<file path="src/rtl/alu_execute_unit.sv">
// Execute stage behind the ALU operand-select: single-cycle arithmetic/logic ops,
// one-bit-per-cycle iterative shifts, and a registered result behind a valid/ready handshake.
module alu_execute_unit #(
  parameter int N   = 32,
  parameter int SHW = $clog2(N)
) (
  input  logic         CLK,
  input  logic         RESET,
  input  logic [N-1:0] DATA0,
  input  logic [N-1:0] DATA1,
  input  logic         ALU_EN,
  input  logic [6:0]   OPCODE,
  input  logic [2:0]   FUNCT3,
  input  logic         FUNCT1,
  output logic         IN_READY,
  output logic [N-1:0] RESULT,
  output logic         RESULT_VALID,
  input  logic         RESULT_READY
);

  localparam logic [6:0] OP_IMM = 7'b0010011;
  localparam logic [6:0] OP_REG = 7'b0110011;

  typedef enum logic [1:0] {IDLE, SHIFT, DONE} state_t;

  state_t           state;
  logic [N-1:0]     shift_reg;
  logic [SHW-1:0]   shift_cnt;
  logic             shift_left;
  logic             shift_arith;

  logic             is_alu_op;
  logic             is_shift;
  logic             is_sub;
  logic [SHW-1:0]   shamt;
  logic [N-1:0]     alu_out;
  logic [N-1:0]     shift_next;
  logic             accept;

  assign IN_READY = (state == IDLE) && !RESET;
  assign accept   = ALU_EN && IN_READY;
  assign shamt    = DATA1[SHW-1:0];

  // Non-ALU opcodes (loads, stores, LUI, AUIPC) only ever need an address add.
  assign is_alu_op = (OPCODE == OP_IMM) || (OPCODE == OP_REG);
  assign is_shift  = is_alu_op && ((FUNCT3 == 3'b001) || (FUNCT3 == 3'b101));
  assign is_sub    = (OPCODE == OP_REG) && FUNCT1 && (FUNCT3 == 3'b000);

  always_comb begin
    alu_out = DATA0 + DATA1;
    if (is_alu_op) begin
      case (FUNCT3)
        3'b000:  alu_out = is_sub ? (DATA0 + ~DATA1 + {{(N-1){1'b0}}, 1'b1}) : (DATA0 + DATA1);
        3'b010:  alu_out = {{(N-1){1'b0}}, ($signed(DATA0) < $signed(DATA1))};
        3'b011:  alu_out = {{(N-1){1'b0}}, (DATA0 < DATA1)};
        3'b100:  alu_out = DATA0 ^ DATA1;
        3'b110:  alu_out = DATA0 | DATA1;
        3'b111:  alu_out = DATA0 & DATA1;
        default: alu_out = DATA0;
      endcase
    end
  end

  always_comb begin
    shift_next = {1'b0, shift_reg[N-1:1]};
    if (shift_left)
      shift_next = {shift_reg[N-2:0], 1'b0};
    else if (shift_arith)
      shift_next = {shift_reg[N-1], shift_reg[N-1:1]};
  end

  // A zero shift amount falls through the single-cycle path, where alu_out passes DATA0.
  always_ff @(posedge CLK) begin
    if (RESET) begin
      state        <= IDLE;
      RESULT       <= '0;
      RESULT_VALID <= 1'b0;
      shift_cnt    <= '0;
      shift_reg    <= '0;
      shift_left   <= 1'b0;
      shift_arith  <= 1'b0;
    end else begin
      case (state)
        IDLE: begin
          if (accept) begin
            if (is_shift && (shamt != '0)) begin
              shift_reg   <= DATA0;
              shift_cnt   <= shamt;
              shift_left  <= (FUNCT3 == 3'b001);
              shift_arith <= (FUNCT3 == 3'b101) && FUNCT1;
              state       <= SHIFT;
            end else begin
              RESULT       <= alu_out;
              RESULT_VALID <= 1'b1;
              state        <= DONE;
            end
          end
        end
        SHIFT: begin
          shift_reg <= shift_next;
          shift_cnt <= shift_cnt - {{(SHW-1){1'b0}}, 1'b1};
          if (shift_cnt == {{(SHW-1){1'b0}}, 1'b1}) begin
            RESULT       <= shift_next;
            RESULT_VALID <= 1'b1;
            state        <= DONE;
          end
        end
        DONE: begin
          if (RESULT_READY) begin
            RESULT_VALID <= 1'b0;
            state        <= IDLE;
          end
        end
        default: state <= IDLE;
      endcase
    end
  end

endmodule

</file>
<file path="config.mk">
export PLATFORM = sky130hd
export DESIGN_NAME = alu_execute_unit
export DESIGN_NICKNAME = d
export VERILOG_FILES = /design/src/rtl/alu_execute_unit.sv
export SDC_FILE = /design/constraint.sdc
export NUM_CORES = 1
export LEC_CHECK = 0
export ABC_AREA = 1
export BUFFER_PORTS_ARGS = -buffer_cell sky130_fd_sc_hd__buf_2
export CORE_ASPECT_RATIO = 0.8
export CORE_MARGIN = 5
export CORE_UTILIZATION = 35
export DETAILED_ROUTE_END_ITERATION = 12
export PLACE_DENSITY = 0.62
export SETUP_SLACK_MARGIN = 0.1
export SKIP_CTS_REPAIR_TIMING = 1
export SLEW_MARGIN = 10
export SYNTH_ARGS = -nofsm -noshare
export SYNTH_HDL_FRONTEND = slang
export SYNTH_SLANG_ARGS = --single-unit
</file>
<file path="constraint.sdc">
create_clock -name CLK -period 2.3 [get_ports CLK]
set_input_delay 0.345 -clock CLK [delete_from_list [all_inputs] [get_ports CLK]]
set_output_delay 0.345 -clock CLK [all_outputs]
set_load 0.03 [all_outputs]
</file>
==> flow_summary.toml, run 1 <==
[floorplan]
row_count = 56
die_y_um = 164.2
die_w_um = 202.7
fp.coreArea_um2 = 29290
die-area_um2 = 33280
initial_core_util = 0.3551
ioPinCount = 113

[timing]
hold_violations = 0
fmax_ghz = 0.4767
worst_pin_slew_ps = 620.4
drv_slew = 0
skew_ps = 16.30
grt_setup_unrepaired = "yes"
setup_viol = 0
finalCriticalPeriod_ps = 2098
finalCritPeriodShare = 0.9120
slew_headroom = 0.5858

[final_layout]
nets = 2339
fin_area_um2 = 13510
areaGrowthSynthToFinish_pct = 29.94
multi_input_area_um2 = 7513
utilization = 0.4614
fill_cells = 3213
layout.area.seq_um2 = 1481
drive_gt1_frac = 0.2296

[setup_path]
endpoint_kind = "flop"
rr_endpoint = "RESULT[25]"
arrival_ps = 2390
r2r-start = "state[0]"
cp-start-kind = "input port"
path_class = "input port to flop"
crit_required_ps = 2590
reg2reg_depth = 11
crit_fanout = 7
r2r_slack_ps = 230

[route]
wl_mm = 48.36
first_iter_violations = 1390
vias_per_cell = 5.302
wire_per_inst_um = 19.02
vias = 13480
drt-pass1-iter-count = 6
drc = 0
ant_nets = 0

[cts]
clk_latency_ps = 370
numCtsBuffers = 9
clock-sinks = 74
clk_pin_slew_ps = 60
cts_tree = "done"
cts_buffer_depth = 2
cts_max_level = 3
clockRootBuffer = "clkbuf_16"

[place]
place.gp.congestion = 1.021
postPlaceCellArea_um2 = 12990
io_buffer_count = 112
place_hpwl_mm = 38.62

[power]
p_clk_frac = 0.173
ir_drop_mv = 0.8129
pwr_density_cell_nw_per_um2 = 659.3
leakage_uw = 0.007295
switchingPower_uw = 4505
pwr-share-comb = 0.594
switching_share = 0.5057
p_seq_frac = 0.233
p_int_uw = 4404

[yosys]
synthDistinctLibCells = 52
synth_fp_nets = 2041
synth_area_leaders = "nand2_1 (19%), dfxtp_1 (14%), ha_1 (12%), inv_1 (10%), a21oi_1 (9.6%)"
synth_cells = 1862
ys_seq_area_frac = 0.1424
syn-cell-area_um2 = 10400
ys_seq_elements = 74
avgSynthCellArea_um2 = 5.585
yosys.area.top_type = "nand2_1"
async_reset_ff_frac = 0
synth_edf_count = 0
synth_top_area_share = 0.1888
yosysMostFrequentCell = "nand2_1"
ys.flop_type = "dfxtp_1"
yosys-top-cells-count = "nand2_1 (523), inv_1 (289), a21oi_1 (199)"
synth_warnings = 0

[global_routing]
grt_start_max_net_pins = 102
grt.met2_usage = 0.4469
grtUsageMet3 = 0.05902
antenna_found_initial = 2
grt_pass1_vias = 12550
gr-total-overflow = 0
grt_pass1_wl_mm = 72.42
grtUsageTotal = 0.2821
grtUsageMet1 = 0.3712
top_usage_layer = "met2"

[worst_hold_path]
hold_end = "state[1]"
min_from = "RESULT_READY"
hold_path.class = "input port to flop"
hold-path-cell-count = 4

[run]
max_cap_violations = 0

[run_status]
status = "finished, final reports clean"
## worst max-delay path by stage
| stage | from | end | slack [ps] | depth (start not counted) |
|---|---|---|---|---|
| after floorplan | DATA0[0] | RESULT[30] | 280 | 16 |
| after global placement | DATA0[3] | RESULT[30] | -310 | 18 |
| after detailed placement | DATA0[3] | RESULT[30] | -320 | 18 |
| after CTS | DATA0[3] | RESULT[30] | 50 | 17 |
| after global routing | DATA1[6] | RESULT[22] | 40 | 17 |
| final | DATA1[22] | RESULT[0] | 200 | 16 |
## cells in the final DEF, fill, tap and decap left out, drive strengths merged, types with 3 or more instances in the layout
cell    count
a211oi     20
a21oi     199
a221oi      4
a31oi       7
and2        4
buf       376
clkbuf     10
clkinv      8
dfxtp      74
ha         98
inv       303
nand2     530
nand3     147
nand3b      3
nand4      16
nor2      144
nor3       18
o211ai      8
o21ai     126
o21bai     14
o221ai      5
o22ai      19
or2         3
xor2       14
## metrics by stage
stage	power, µW	cells	hold WS [ps]	setup slack (ps)	TNS, ps
floorplan	5342	1862	449.7	280.4	0
global placement	7176	2525	460.8	-306.6	-4437
detailed placement	7236	2525	456.0	-319.0	-4534
CTS	8797	2541	272.6	52.66	0
global route	9521	2543	297.4	44.27	0
finish	8910	2543	294.1	202.3	0
## power groups by stage
| stage | logic (µW) | registers, µW | clock network (µW) |
|---|---|---|---|
| floorplan | 3000 | 2340 | 0 |
| global placement | 5100 | 2070 | 0 |
| detailed placement | 5150 | 2080 | 0 |
| CTS | 5180 | 2060 | 1560 |
| global route | 5800 | 2110 | 1610 |
| finish | 5290 | 2070 | 1540 |
## critical path: stages
cell and delay, ps:
buf_2 90, inv_1 50, ha_1 490, nor2_1 110, nand2_1 180, buf_4 160
inv_1 50, nand2_1 60, nand2_1 50, a21oi_1 210, nand3_1 130, nand3_1 110
nand2_1 50, nand2_1 60, nand2_1 80, a21oi_2 150
## routing by layer
| metal | vias to the layer above | routed length, µm |
|---|---|---|
| met5 | - | 13 |
| met4 | 2 | 2372 |
| met3 | 120 | 4026 |
| met2 | 580 | 20850 |
| met1 | 6198 | 21100 |
| li1 | 6584 | - |
## final cells by class
class | count | share of cell area
Sequential cell | 74 | 0.1096
Multi-Input combinational cell | 1392 | 0.5560
Antenna cell | 1 | 0.0001852
Tap cell | 377 | 0.03490
Clock inverter | 6 | 0.004814
Inverter | 307 | 0.08592
Timing Repair Buffer | 376 | 0.1909
Clock buffer | 10 | 0.01768
## cell families after synthesis
logic type	count (synthesis)	share of synthesized area
XOR/XNOR	14	0.01179
AND/OR/NAND/NOR	870	0.3524
AO/OA/AOI/OAI	408	0.2151
adder cells (fa/ha/maj)	100	0.1218
buffers and inverters	396	0.1565
flip-flops	74	0.1424
No activity file was read; power rests on OpenSTA's default activity.
==> run 2, diff against run 1 <==
CORE_UTILIZATION = 40   (was 35)
PLACE_DENSITY = 0.68   (was 0.62)
==> run 2 against run 1 <==
  * Non-clock buffer count down 7
  * Clock skew down 8.4 ps
  * Worst hold slack better by 7.5 ps
  * Critical path depth up 1
  * Global-route usage up 1.4 points
  * Sequential share of layout area about the same
  * Cell area down 0.14%
  * Routed wire length down 5.2%
==> flow_summary.toml, run 2 (synthesized netlist as in run 1, its figures left out) <==
[global_routing]
grtUsageMet3 = 0.04281
grt_pass1_vias = 12420
grt_pass1_wl_mm = 68.36
grtUsageTotal = 0.2965
gr-total-overflow = 0
antenna_found_initial = 0
grt.met2_usage = 0.4751
grt_start_max_net_pins = 72
grtUsageMet1 = 0.4051
top_usage_layer = "met2"

[setup_path]
endpoint_kind = "flop"
cp-start-kind = "input port"
crit_fanout = 5
r2r-start = "state[0]"
arrival_ps = 2390
crit_required_ps = 2540
path_class = "input port to flop"
r2r_slack_ps = 300
rr_endpoint = "RESULT[25]"
reg2reg_depth = 11

[power]
totalPowerFinal_uw = 8773
ir_drop_mv = 0.5466
pwr_density_cell_nw_per_um2 = 650.1
leakage_uw = 0.007234

[timing]
finalCriticalPeriod_ps = 2150
finalCritPeriodShare = 0.9348
drv_slew = 0
skew_ps = 7.858
hold_violations = 0
setup_viol = 0
hold_slack_ps = 301.6
fmax_ghz = 0.4651
slew_headroom = 0.6191
worst_pin_slew_ps = 570.5
grt_setup_unrepaired = "yes"

[run_status]
status = "finished, final reports clean"

[floorplan]
initial_core_util = 0.4088
die-area_um2 = 29340
die_y_um = 154.2
ioPinCount = 113
fp.coreArea_um2 = 25440
die_w_um = 190.3
row_count = 52

[route]
first_iter_violations = 1511
vias = 13580
drt-pass1-iter-count = 6
drc = 0
vias_per_cell = 5.416
wl_mm = 45.85
wire_per_inst_um = 18.28
ant_nets = 0

[worst_hold_path]
min_from = "RESULT_READY"
hold_path.class = "input port to flop"
hold_end = "state[1]"
hold-path-cell-count = 4

[cts]
cts_max_level = 3
clockRootBuffer = "clkbuf_16"
clk_pin_slew_ps = 70
cts_buffer_depth = 2
cts_tree = "done"
clock-sinks = 74
numCtsBuffers = 9
clk_latency_ps = 350

[final_layout]
nets = 2332
layout.area.seq_um2 = 1481
multi_input_area_um2 = 7601
drive_gt1_frac = 0.2318
final_cell_mix = "nand2_1 (510), inv_1 (285), buf_4 (254)"
fin_area_um2 = 13500
utilization = 0.5305
fill_cells = 2651
areaGrowthSynthToFinish_pct = 29.76
antenna_cells = 0
final_common_cell = "nand2_1"
final_cells = 2508

[place]
place.gp.congestion = 1.033
postPlaceCellArea_um2 = 12860
dpl.cell_count = 2486
io_buffer_count = 112
place_hpwl_mm = 36.48

[run]
max_cap_violations = 0
[run 2: worst max path at each step]
stage,depth (start not counted),from,end
detailed placement,18,DATA0[0],RESULT[28]
finish,17,DATA0[2],RESULT[30]
CTS,15,DATA0[0],RESULT[30]
global route,18,DATA0[2],RESULT[30]
floorplan,16,DATA0[0],RESULT[30]
global placement,18,DATA0[8],RESULT[29]
[run 2: final cells by class]
cell class	instances	area share
clock inverters	5	0.004172
flip-flops and latches	74	0.1098
well taps	351	0.03254
inverters	307	0.08604
repair buffers	369	0.1873
multi-input cells	1392	0.5632
clock buffers	10	0.01697
[run 2: routing by layer]
layer	share of wire	vias to the layer above
met5	0	-
met2	0.44	745
met4	0.046	0
li1	-	6559
met1	0.43	6157
met3	0.088	123
[run 2: per-stage QoR]
| step | TNS, ps | setup slack [ps] |
|---|---|---|
| after floorplan | 0 | 280.4 |
| after global placement | -3491 | -312.1 |
| after detailed placement | -3540 | -284.8 |
| after CTS | 0 | 62.01 |
| after global routing | 0 | 30.33 |
| final | 0 | 149.9 |
[run 2: worst max-delay path: stages]
cell and delay, ps:
buf_2 110, buf_4 130, buf_4 140, ha_1 210, inv_1 110, buf_4 120
o21ai_0 90, nand2_1 150, nand3_4 120, nand2_1 100, nand3_1 120, nand2_2 120
nand3_1 110, nand3_1 150, nand3_1 90, nand2_1 100, a21oi_2 60
[run 2: report_power, final]
part | internal [µW] | leakage (µW) | total (µW) | switching [µW]
Combinational | 1840 | 0.00649 | 5290 | 3450
Clock | 833 | 0.000138 | 1420 | 587
Sequential | 1730 | 0.000607 | 2060 | 334
